$ cat config.mk
export PLATFORM = sky130hd
export DESIGN_NAME = basic_block_window
export DESIGN_NICKNAME = d
export VERILOG_FILES = /design/src/rtl/basic_block_window_pkg.sv /design/src/rtl/basic_block_window_bb_exec_decode.sv /design/src/rtl/basic_block_window.sv
export SDC_FILE = /design/constraint.sdc
export NUM_CORES = 1
export LEC_CHECK = 0
export BUFFER_PORTS_ARGS = -buffer_cell sky130_fd_sc_hd__buf_2
export CAP_MARGIN = 5
export CORE_ASPECT_RATIO = 1.75
export CORE_MARGIN = 5
export CORE_UTILIZATION = 45
export DETAILED_ROUTE_END_ITERATION = 8
export PLACE_DENSITY = 0.89
export SETUP_SLACK_MARGIN = 0.15
export SLEW_MARGIN = 5
export SYNTH_ARGS = -nofsm -noshare
export SYNTH_HDL_FRONTEND = slang
export SYNTH_SLANG_ARGS = --single-unit
export TNS_END_PERCENT = 100
$ cat constraint.sdc
create_clock -name clk -period 3 [get_ports clk]
set_input_delay 0.3 -clock clk [delete_from_list [all_inputs] [get_ports clk]]
set_output_delay 0.3 -clock clk [all_outputs]
set_load 0.1 [all_outputs]
$ cat src/rtl/basic_block_window_pkg.sv
// Instruction definitions shared by the basic-block window execution unit:
// instruction width, opcode/data field bounds, opcode enum and an encoder.
package basic_block_window_pkg;

    localparam int INSTRUCTION_WIDTH = 16;
    localparam int OPCODE_MSB        = 15;
    localparam int OPCODE_LSB        = 13;
    localparam int DATA_MSB          = 12;
    localparam int DATA_LSB          = 0;
    localparam int DATA_WIDTH        = DATA_MSB - DATA_LSB + 1;

    typedef enum logic [2:0] {
        ACCEPT                = 3'd0,
        SPLIT                 = 3'd1,
        MATCH                 = 3'd2,
        JMP                   = 3'd3,
        END_WITHOUT_ACCEPTING = 3'd4,
        MATCH_ANY             = 3'd5,
        NOT_MATCH             = 3'd6,
        ACCEPT_PARTIAL        = 3'd7
    } opcode_e;

    // Packs an opcode and its data field into one instruction word.
    function automatic logic [INSTRUCTION_WIDTH-1:0] make_instr(input opcode_e op,
                                                                input logic [DATA_WIDTH-1:0] data);
        return {op, data};
    endfunction

endpackage

$ cat src/rtl/basic_block_window_bb_exec_decode.sv
// Combinational execute stage: from the latched instruction, the thread
// (pc, cc_id) and the character window, produce the successor thread, the
// accept flag and whether a second SPLIT output is still to come.
module bb_exec_decode
    import basic_block_window_pkg::*;
#(
    parameter int PC_WIDTH        = 8,
    parameter int CHARACTER_WIDTH = 8,
    parameter int CC_ID_BITS      = 2
) (
    input  logic [INSTRUCTION_WIDTH-1:0]                   instr_i,
    input  logic                                           exec_2_i,
    input  logic [PC_WIDTH-1:0]                            pc_i,
    input  logic [CC_ID_BITS-1:0]                          cc_id_i,
    input  logic [(2**CC_ID_BITS)*CHARACTER_WIDTH-1:0]     window_i,
    output logic                                           valid_o,
    output logic [PC_WIDTH-1:0]                            pc_o,
    output logic [CC_ID_BITS-1:0]                          cc_id_o,
    output logic                                           to_current_o,
    output logic                                           accept_o,
    output logic                                           to_exec_2_o
);

    opcode_e                    op;
    logic [DATA_WIDTH-1:0]      data;
    logic [CHARACTER_WIDTH-1:0] match_char;
    logic [CHARACTER_WIDTH-1:0] ch;
    logic [PC_WIDTH-1:0]        jump_off;
    logic                       unused_data;

    assign op          = opcode_e'(instr_i[OPCODE_MSB:OPCODE_LSB]);
    assign data        = instr_i[DATA_MSB:DATA_LSB];
    assign match_char  = data[CHARACTER_WIDTH-1:0];
    assign ch          = window_i[cc_id_i*CHARACTER_WIDTH +: CHARACTER_WIDTH];
    assign jump_off    = PC_WIDTH'(data);
    // Upper data bits only matter for some opcodes/widths.
    assign unused_data = ^data;

    // Opcode execution; a consumed character advances cc_id and may wrap
    // into the next window.
    always_comb begin
        // NOTE: every output gets a default before the case so no path
        // leaves a value unassigned and no latch is inferred.
        valid_o      = 1'b0;
        pc_o         = pc_i + 1'b1;
        cc_id_o      = cc_id_i;
        to_current_o = 1'b1;
        accept_o     = 1'b0;
        to_exec_2_o  = 1'b0;
        case (op)
            MATCH, NOT_MATCH, MATCH_ANY: begin
                if (op == MATCH)          valid_o = (ch == match_char);
                else if (op == NOT_MATCH) valid_o = (ch != match_char) && (ch != '0);
                else                      valid_o = (ch != '0);
                cc_id_o      = cc_id_i + 1'b1;
                to_current_o = (cc_id_i != '1);
            end
            JMP: begin
                valid_o = 1'b1;
                pc_o    = pc_i + jump_off;
            end
            SPLIT: begin
                valid_o = 1'b1;
                if (exec_2_i) begin
                    pc_o = pc_i + jump_off;
                end else begin
                    to_exec_2_o = 1'b1;
                end
            end
            ACCEPT:         accept_o = (ch == '0);
            ACCEPT_PARTIAL: accept_o = 1'b1;
            default: ;
        endcase
    end

endmodule

$ cat src/rtl/basic_block_window.sv
// Regex basic-block execution unit over a window of 2**CC_ID_BITS characters.
// Takes one thread, fetches its instruction, executes it and emits up to two
// successor threads plus an accept pulse.
// Optional one-entry instruction cache: define BB_INSTR_CACHE_EN.
module basic_block_window
    import basic_block_window_pkg::*;
#(
    parameter int PC_WIDTH          = 8,
    parameter int CHARACTER_WIDTH   = 8,
    parameter int CC_ID_BITS        = 2,
    parameter int MEMORY_WIDTH      = 16,
    parameter int MEMORY_ADDR_WIDTH = 11
) (
    input  logic                                       clk,
    input  logic                                       reset,
    input  logic [(2**CC_ID_BITS)*CHARACTER_WIDTH-1:0] current_characters,
    input  logic                                       flush,
    input  logic                                       input_pc_valid,
    input  logic [PC_WIDTH-1:0]                        input_pc,
    input  logic [CC_ID_BITS-1:0]                      input_cc_id,
    output logic                                       input_pc_ready,
    output logic                                       memory_valid,
    output logic [MEMORY_ADDR_WIDTH-1:0]               memory_addr,
    input  logic                                       memory_ready,
    input  logic [MEMORY_WIDTH-1:0]                    memory_data,
    output logic                                       output_pc_valid,
    output logic [PC_WIDTH-1:0]                        output_pc,
    output logic [CC_ID_BITS-1:0]                      output_cc_id,
    output logic                                       output_pc_is_directed_to_current,
    input  logic                                       output_pc_ready,
    output logic                                       accepts,
    output logic                                       busy
);

    typedef enum logic [2:0] {
        S_IDLE,
        S_FETCH_SEND,
        S_FETCH_REC,
        S_EXEC_1,
        S_EXEC_2
    } state_e;

    localparam logic [INSTRUCTION_WIDTH-1:0] INSTR_RESET = make_instr(END_WITHOUT_ACCEPTING, '0);

    state_e                         state_q, state_d;
    logic [PC_WIDTH-1:0]            pc_q, pc_d;
    logic [CC_ID_BITS-1:0]          cc_id_q, cc_id_d;
    logic [INSTRUCTION_WIDTH-1:0]   instr_q, instr_d;

    logic                           cache_hit;
    logic [INSTRUCTION_WIDTH-1:0]   cache_instr;

    logic                           dec_valid;
    logic [PC_WIDTH-1:0]            dec_pc;
    logic [CC_ID_BITS-1:0]          dec_cc_id;
    logic                           dec_to_current;
    logic                           dec_accept;
    logic                           dec_to_exec_2;

`ifdef BB_INSTR_CACHE_EN
    logic                           cache_valid_q;
    logic [PC_WIDTH-1:0]            cache_tag_q;
    logic [INSTRUCTION_WIDTH-1:0]   cache_instr_q;

    // A flush in the same cycle as a lookup must force a miss.
    assign cache_hit   = input_pc_valid && cache_valid_q && (cache_tag_q == input_pc) && !flush;
    assign cache_instr = cache_instr_q;

    // One-entry cache filled on every fetch response; flush wins over a fill.
    always_ff @(posedge clk or negedge reset) begin
        // NOTE: the cache entry is a handful of flops, so it is reset like
        // any other state; only the valid bit actually needs it.
        if (!reset) begin
            cache_valid_q <= 1'b0;
            cache_tag_q   <= '0;
            cache_instr_q <= INSTR_RESET;
        end else if (flush) begin
            cache_valid_q <= 1'b0;
        end else if (state_q == S_FETCH_REC) begin
            cache_valid_q <= 1'b1;
            cache_tag_q   <= pc_q;
            cache_instr_q <= memory_data[INSTRUCTION_WIDTH-1:0];
        end
    end
`else
    logic unused_flush;

    assign cache_hit    = 1'b0;
    assign cache_instr  = INSTR_RESET;
    assign unused_flush = flush;
`endif

    bb_exec_decode #(
        .PC_WIDTH        (PC_WIDTH),
        .CHARACTER_WIDTH (CHARACTER_WIDTH),
        .CC_ID_BITS      (CC_ID_BITS)
    ) u_exec_decode (
        .instr_i      (instr_q),
        .exec_2_i     (state_q == S_EXEC_2),
        .pc_i         (pc_q),
        .cc_id_i      (cc_id_q),
        .window_i     (current_characters),
        .valid_o      (dec_valid),
        .pc_o         (dec_pc),
        .cc_id_o      (dec_cc_id),
        .to_current_o (dec_to_current),
        .accept_o     (dec_accept),
        .to_exec_2_o  (dec_to_exec_2)
    );

    assign memory_addr = MEMORY_ADDR_WIDTH'(pc_q);
    assign busy        = (state_q != S_IDLE);

    // State and thread registers.
    always_ff @(posedge clk or negedge reset) begin
        // NOTE: sequential state uses non-blocking assignments so every flop
        // samples pre-edge values regardless of statement order.
        if (!reset) begin
            state_q <= S_IDLE;
            pc_q    <= '0;
            cc_id_q <= '0;
            instr_q <= INSTR_RESET;
        end else begin
            state_q <= state_d;
            pc_q    <= pc_d;
            cc_id_q <= cc_id_d;
            instr_q <= instr_d;
        end
    end

    // Next-state and handshake outputs; execute states only advance when
    // the successor (if any) is taken.
    always_comb begin
        state_d                          = state_q;
        pc_d                             = pc_q;
        cc_id_d                          = cc_id_q;
        instr_d                          = instr_q;
        input_pc_ready                   = 1'b0;
        memory_valid                     = 1'b0;
        output_pc_valid                  = 1'b0;
        output_pc                        = '0;
        output_cc_id                     = '0;
        output_pc_is_directed_to_current = 1'b0;
        accepts                          = 1'b0;
        case (state_q)
            S_IDLE: begin
                input_pc_ready = 1'b1;
                if (input_pc_valid) begin
                    pc_d    = input_pc;
                    cc_id_d = input_cc_id;
                    if (cache_hit) begin
                        instr_d = cache_instr;
                        state_d = S_EXEC_1;
                    end else begin
                        state_d = S_FETCH_SEND;
                    end
                end
            end
            S_FETCH_SEND: begin
                memory_valid = 1'b1;
                if (memory_ready) state_d = S_FETCH_REC;
            end
            S_FETCH_REC: begin
                instr_d = memory_data[INSTRUCTION_WIDTH-1:0];
                state_d = S_EXEC_1;
            end
            S_EXEC_1, S_EXEC_2: begin
                output_pc_valid = dec_valid;
                if (dec_valid) begin
                    output_pc                        = dec_pc;
                    output_cc_id                     = dec_cc_id;
                    output_pc_is_directed_to_current = dec_to_current;
                end
                accepts = dec_accept && (state_q == S_EXEC_1);
                if (!dec_valid || output_pc_ready) begin
                    state_d = dec_to_exec_2 ? S_EXEC_2 : S_IDLE;
                end
            end
            default: state_d = S_IDLE;
        endcase
    end

endmodule

; ---- Yosys cells after proc, flatten, opt, wreduce, memory -nomap -nowiden
; Index checks and enable logic that the tools add are counted.
; W data, S select, Z words.
[op_classes]
order_cmp = 0
n_eq_ne = 16
div = 0
bitwise_logic = 0
mux = 25
mul = 0
shift = 1
addsub = 3
reduce_logical = 14
[op_table]
columns = cell, count
row1 = $shiftx A32 B6 Y8, 1
row2 = $mux W8, 3
row3 = $pmux W8 S2, 1
row4 = $eq A3 B2 Y1 const B, 4
row5 = $eq A3 B3 Y1 const B, 4
row6 = $mux W3, 4
row7 = $pmux W3 S4, 1
row8 = $mux W1, 11
row9 = $add A8 B1 Y8 const B, 1
row10 = $add A8 B8 Y8, 1
row11 = $eq A8 B8 Y1, 1
row12 = $logic_not A8 Y1, 1
row13 = $ne A2 B2 Y1 const B, 4
row14 = $ne A8 B8 Y1, 1
row15 = $reduce_bool A8 Y1, 1
row16 = $eq A3 B1 Y1 const B, 2
row17 = $logic_not A3 Y1, 2
row18 = $mux W2, 3
row19 = $pmux W1 S2, 2
row20 = $reduce_or A2 Y1, 2
row21 = $reduce_and A3 Y1, 1
row22 = $reduce_bool A3 Y1, 1
row23 = $reduce_or A3 Y1, 1
row24 = $add A2 B1 Y2 const B, 1
row25 = other kinds (4), 5
[totals]
out_inout_bits = 27
ramBits = 0
mem_bits_ro = 0
inputBits = 64
regBits = 29
memories = 0
latch_bits = 0

; ---- Longest topological paths before layout
[logic_depth]
word_depth = 10
mapped_depth = 10
ltp_nobuf = 9

; ---- Modules after synthesis
; A second synthesis with hierarchy kept.
[unflattened]
hier_cells = 226
hier_area_um2 = 2399.8
[by_module_without_submodules]
columns = mod, area_each_um2, cells_each, seq_area_each_um2, instances
row1 = basic_block_window, 1368.8, 97, 726.9, 1
row2 = bb_exec_decode, 1031.0, 129, 0.0, 1

; ---- Least setup slack after synthesis
; No wires, ideal clock.
[synth_path]
path_type = reg-to-output
from = reg cc_id_q[0]
to = out output_pc[6]
arrival_ps = 4529
stages_incl_launch_ff = 11
path_slack_ps = -1829
path_cell_list = dfrtp_1 -> buf_2 -> buf_2 -> mux4_2 -> xnor2_1 -> nand4_1 -> nor2_1 -> a211o_1 -> clkbuf_1 -> o21ai_0 -> a21oi_1
[synth_between]
elab_chain_cells = 8
elab_cells_between_ends = 10
[synth_rtl]
columns = item, line_no
row1 = "start, declared", basic_block_window.sv:47  ; logic [CC_ID_BITS-1:0] cc_id_q, cc_id_d;
row2 = "start signal, assigned", basic_block_window.sv:126  ; cc_id_q <= cc_id_d;
row3 = $shiftx A32 B6 Y8 (*), basic_block_window_bb_exec_decode.sv:34  ; assign ch = window_i[cc_id_i*CHARACTER_WIDTH +: CHARACTER_WIDTH];
row4 = $ne A8 B8 Y1 / $reduce_bool A8 Y1 (equally long branches), "basic_block_window_bb_exec_decode.sv:53, basic_block_window_bb_exec_decode.sv:54"
row5 = $logic_and A1 B1 Y1, basic_block_window_bb_exec_decode.sv:53  ; else if (op == NOT_MATCH) valid_o = (ch != match_char) && (ch != '0);
row6 = $mux W1, basic_block_window_bb_exec_decode.sv:53
row7 = $mux W1 (*), basic_block_window_bb_exec_decode.sv:52  ; if (op == MATCH) valid_o = (ch == match_char);
row8 = $pmux W1 S2 (*), basic_block_window_bb_exec_decode.sv:50  ; case (op)
row9 = $mux W8 (*), basic_block_window.sv:169  ; if (dec_valid) begin
row10 = $mux W8 (*), basic_block_window.sv:145  ; case (state_q)
row11 = "end, declared", basic_block_window.sv:27  ; output logic [PC_WIDTH-1:0] output_pc,
; Every way passes the cells marked *; elsewhere a longest branch is shown, timed or not.

; ---- Worst setup path after layout
[layout_path]
from = reg cc_id_q[0]
to = out accepts
[layout_between]
elab_chain_cells = 5
[layout_rtl]
columns = item, line_no
row1 = $shiftx A32 B6 Y8, basic_block_window_bb_exec_decode.sv:34
row2 = $logic_not A8 Y1, basic_block_window_bb_exec_decode.sv:70  ; ACCEPT: accept_o = (ch == '0);
row3 = $pmux W1 S2, basic_block_window_bb_exec_decode.sv:50
row4 = $logic_and A1 B1 Y1, basic_block_window.sv:174  ; accepts = dec_accept && (state_q == S_EXEC_1);
row5 = $mux W1, basic_block_window.sv:145
row6 = "end, declared", basic_block_window.sv:31  ; output logic accepts,
; No other way between the ends.

==> metrics.txt <==
# TYPE chip_impl_metric gauge
chip_impl_info{name="crit_path_cell_trace",value="mux4_2, or4_4, a211o_1, buf_4, or4_4, a21boi_4, buf_12"} 1
chip_impl_metric{name="synthToLayoutAreaGrowth",unit="%"} 50.5
chip_impl_metric{name="critPathRequiredTime",unit="ns"} 2.70
chip_impl_metric{name="timing_max_transition_violations_final",unit=""} 0
chip_impl_info{name="crit_path_end_kind",value="output pin"} 1
chip_impl_metric{name="synth_top_area_share",unit="%"} 29.2
chip_impl_info{name="grt_setup_unrepaired",value="yes"} 1
chip_impl_metric{name="die_area",unit="mm2"} 0.00585
chip_impl_metric{name="cts_hold_buffers",unit=""} 0
chip_impl_metric{name="die_h",unit="um"} 97.5
chip_impl_info{name="result_of_the_run",value="complete, but fails checks"} 1
chip_impl_metric{name="relSlewSlack",unit="%"} 50.2
chip_impl_metric{name="insertedDiodeCount",unit=""} 0
chip_impl_info{name="synth_top_cells_by_area",value="dfrtp_1 (29%), mux2_2 (12%), mux4_2 (9.2%)"} 1
chip_impl_metric{name="portBuffers",unit=""} 81
chip_impl_metric{name="rr_worst_depth",unit=""} 10
chip_impl_metric{name="timing.clock.skew",unit="ns"} 0.00452
chip_impl_metric{name="worstPathBufferInverterCount",unit=""} 2
chip_impl_metric{name="clk_pin_slew_worst_paths",unit="ns"} 0.09
chip_impl_metric{name="timing.fmax",unit="GHz"} 0.301
chip_impl_metric{name="i_o_pin_total",unit=""} 91
chip_impl_info{name="worstReg2RegStart",value="cc_id_q[0]"} 1
chip_impl_metric{name="tritoncts_num_sinks",unit=""} 24
chip_impl_metric{name="critPathArrivalTime",unit="ns"} 3.02
chip_impl_metric{name="layout_min_cycle_time",unit="ns"} 3.32
chip_impl_metric{name="setup_slack_placement",unit="ns"} -0.236
chip_impl_metric{name="floorplan.core_area",unit="mm2"} 0.00432
chip_impl_metric{name="synth-seq-cells",unit=""} 24
chip_impl_info{name="cp_common_cell",value="or4_4"} 1
chip_impl_metric{name="drtIter0Drc",unit=""} 47
chip_impl_metric{name="synth_edf_count",unit=""} 0
chip_impl_metric{name="die_w",unit="um"} 60.0
chip_impl_info{name="commonest_non_fill_non_tap_cell_in_the_layout",value="buf_2"} 1
chip_impl_metric{name="vias_per_cell",unit=""} 5.53
chip_impl_metric{name="post_synth_inst_count",unit=""} 184
chip_impl_metric{name="ctsLongestPathBuffers",unit=""} 2
chip_impl_metric{name="insertion_delay",unit="ns"} 0.27
chip_impl_metric{name="finalWirelength",unit="um"} 5740
chip_impl_metric{name="post_route_cells_drive_above_1_share",unit="%"} 58.0
chip_impl_metric{name="gr-total-overflow",unit=""} 0
chip_impl_metric{name="grt_start_max_net_pins",unit=""} 25
chip_impl_metric{name="yosys.cell_types.count",unit=""} 47
chip_impl_metric{name="num_rows",unit=""} 32
chip_impl_metric{name="report.final.hold_viol_count",unit=""} 0
chip_impl_metric{name="ctsHtreeMaxLevel",unit=""} 1
chip_impl_info{name="cts.root.buffer_cell",value="clkbuf_8"} 1
chip_impl_metric{name="cap_violations",unit=""} 0
chip_impl_metric{name="worst_pin_slew",unit="ns"} 0.745
chip_impl_info{name="violations",value="negative setup slack"} 1
chip_impl_metric{name="setup_slack_of_the_most_critical_reg_to_reg_path",unit="ns"} -0.14
chip_impl_info{name="critPathKind",value="flip-flop to output pin"} 1
chip_impl_metric{name="timing.critical_path.slowest_cell_delay",unit="ns"} 0.55
chip_impl_metric{name="wl_per_cell",unit="um"} 17.3
chip_impl_metric{name="path_max_fanout",unit=""} 6
chip_impl_info{name="regToRegEndpoint",value="state_q[1]"} 1
chip_impl_info{name="critical_path.startpoint_type",value="flip-flop"} 1
chip_impl_info{name="worst_hold_path_type",value="input pin to async pin"} 1
chip_impl_metric{name="post-route-drc-count",unit=""} 0
chip_impl_metric{name="antenna_found_initial",unit=""} 0
chip_impl_metric{name="synthArstFlopShare",unit="%"} 100
chip_impl_metric{name="globalRouteTotalUtil",unit="%"} 21.4
chip_impl_metric{name="finalNetCount",unit=""} 356
chip_impl_metric{name="wire_length_of_the_first_global_routing_pass",unit="um"} 9670
chip_impl_info{name="timing.critical_path.slowest_stage_cell",value="or4_4"} 1
chip_impl_info{name="layout_common_cells",value="buf_2 (68), mux2_2 (21), dfrtp_1 (18), xnor2_1 (16), buf_4 (14)"} 1
chip_impl_metric{name="ys_seq_area_share",unit="%"} 30.6
chip_impl_metric{name="drtAntennaViolNets",unit=""} 0
chip_impl_metric{name="worst_slack",unit="ns"} -0.318
chip_impl_metric{name="yosysWarningCount",unit=""} 0
chip_impl_metric{name="routabilityCongestion",unit=""} 0.855
chip_impl_metric{name="cts_made_buffers",unit=""} 3
chip_impl_metric{name="netlist_area",unit="mm2"} 0.00197
chip_impl_info{name="dominant_cell_type_by_area_after_synthesis",value="dfrtp_1"} 1
chip_impl_info{name="cp_top_family",value="simple AND/OR/NAND/NOR gates"} 1
chip_impl_metric{name="hpwl",unit="um"} 4510
chip_impl_info{name="synthFlopType",value="dfrtp_1"} 1
chip_impl_metric{name="finalCritPeriodShare",unit="%"} 111
chip_impl_metric{name="via_count",unit=""} 1837
chip_impl_metric{name="detail_route.first_pass.iterations",unit=""} 3
chip_impl_metric{name="setup_violations",unit=""} 16
chip_impl_info{name="cts_tree",value="done"} 1
chip_impl_metric{name="effective_utilization_at_floorplan",unit="%"} 45.5
chip_impl_metric{name="first_global_vias",unit=""} 2085
chip_impl_metric{name="syn-mean-instance-area",unit="um2"} 10.7
==> final cells by class <==
type	count	area [um2]
clock buffer	4	55.1
fill	346	1360
inverter	5	22.5
multi-input combinational	147	1440
sequential	24	608
tap	51	63.8
timing repair buffer	101	777
==> worst max-delay path by stage <==
stage               start           end  slack [ns]  depth (start not counted)
2_1_floorplan  cc_id_q[0]       accepts       -0.08                          6
3_3_place_gp   cc_id_q[0]  output_pc[4]       -0.24                          8
3_5_place_dp   cc_id_q[0]  output_pc[3]       -0.24                          8
4_1_cts        cc_id_q[0]       accepts       -0.34                          7
5_1_grt        cc_id_q[0]       accepts       -0.43                          7
6_report       cc_id_q[0]       accepts       -0.32                          7
==> cell families (layout without fill, tap and decap cells) <==
family | Yosys count | after routing | share of synthesized area, %
DFF | 24 | 24 | 30.6
AOI/OAI and AO/OA | 33 | 33 | 12.5
muxes | 33 | 33 | 23.2
buffers and inverters | 15 | 110 | 3.56
adders and majority gates | 10 | 10 | 6.74
xor gates and xnor gates | 19 | 19 | 8.46
and+or+nand+nor | 49 | 49 | 14.7
other | 1 | 3 | 0.191
==> synth_stat cells (4+ instances only) <==
cell type	count
dfrtp_1	23
nor3b_1	4
mux2_2	21
mux4_2	8
o211a_1	6
nand2_1	7
nor2_1	7
xnor2_1	16
clkbuf_1	4
ha_1	9
a21oi_1	6
inv_1	5
nor2b_1	5
mux2i_1	4
==> sequential cells by signal, indices dropped and copies added, names as in the netlist <==
name,count
pc_q,8
cc_id_q,2
state_q,3
instr_q,11
==> through the flow <==
| step | util [%] | hold WS, ns | setup TNS, ns | cell area (um2) | cells |
|---|---|---|---|---|---|
| after global placement | 61.0 | 0.313 | -2.54 | 2640 | 324 |
| final | 68.5 | 0.00709 | -4.05 | 2960 | 332 |
| after CTS | 67.4 | 0.0251 | -3.83 | 2910 | 330 |
| after global routing | 68.5 | 0.0526 | -5.59 | 2960 | 332 |
| after detailed placement | 61.0 | 0.321 | -2.55 | 2640 | 324 |
| after floorplan | - | 0.00441 | -0.132 | 2110 | 186 |
==> routing by layer <==
metal / vias to the layer above / routed length (um) / GRT usage [%]
li1: 881 / - / -
met1: 894 / 1820 / 20.7
met2: 50 / 3560 / 42.1
met3: 12 / 220 / 2.66
met4: 0 / 136 / 8.02
met5: - / 0 / 0
==> repair_timing <==
action,CTS,global route
setup buffers,2,2
setup endpoints to repair,16,16
pin swaps,4,0
gates resized for setup,55,8
Power is not shown: default switching activity piles up to over one toggle a cycle in this logic, so the estimate is an artifact.
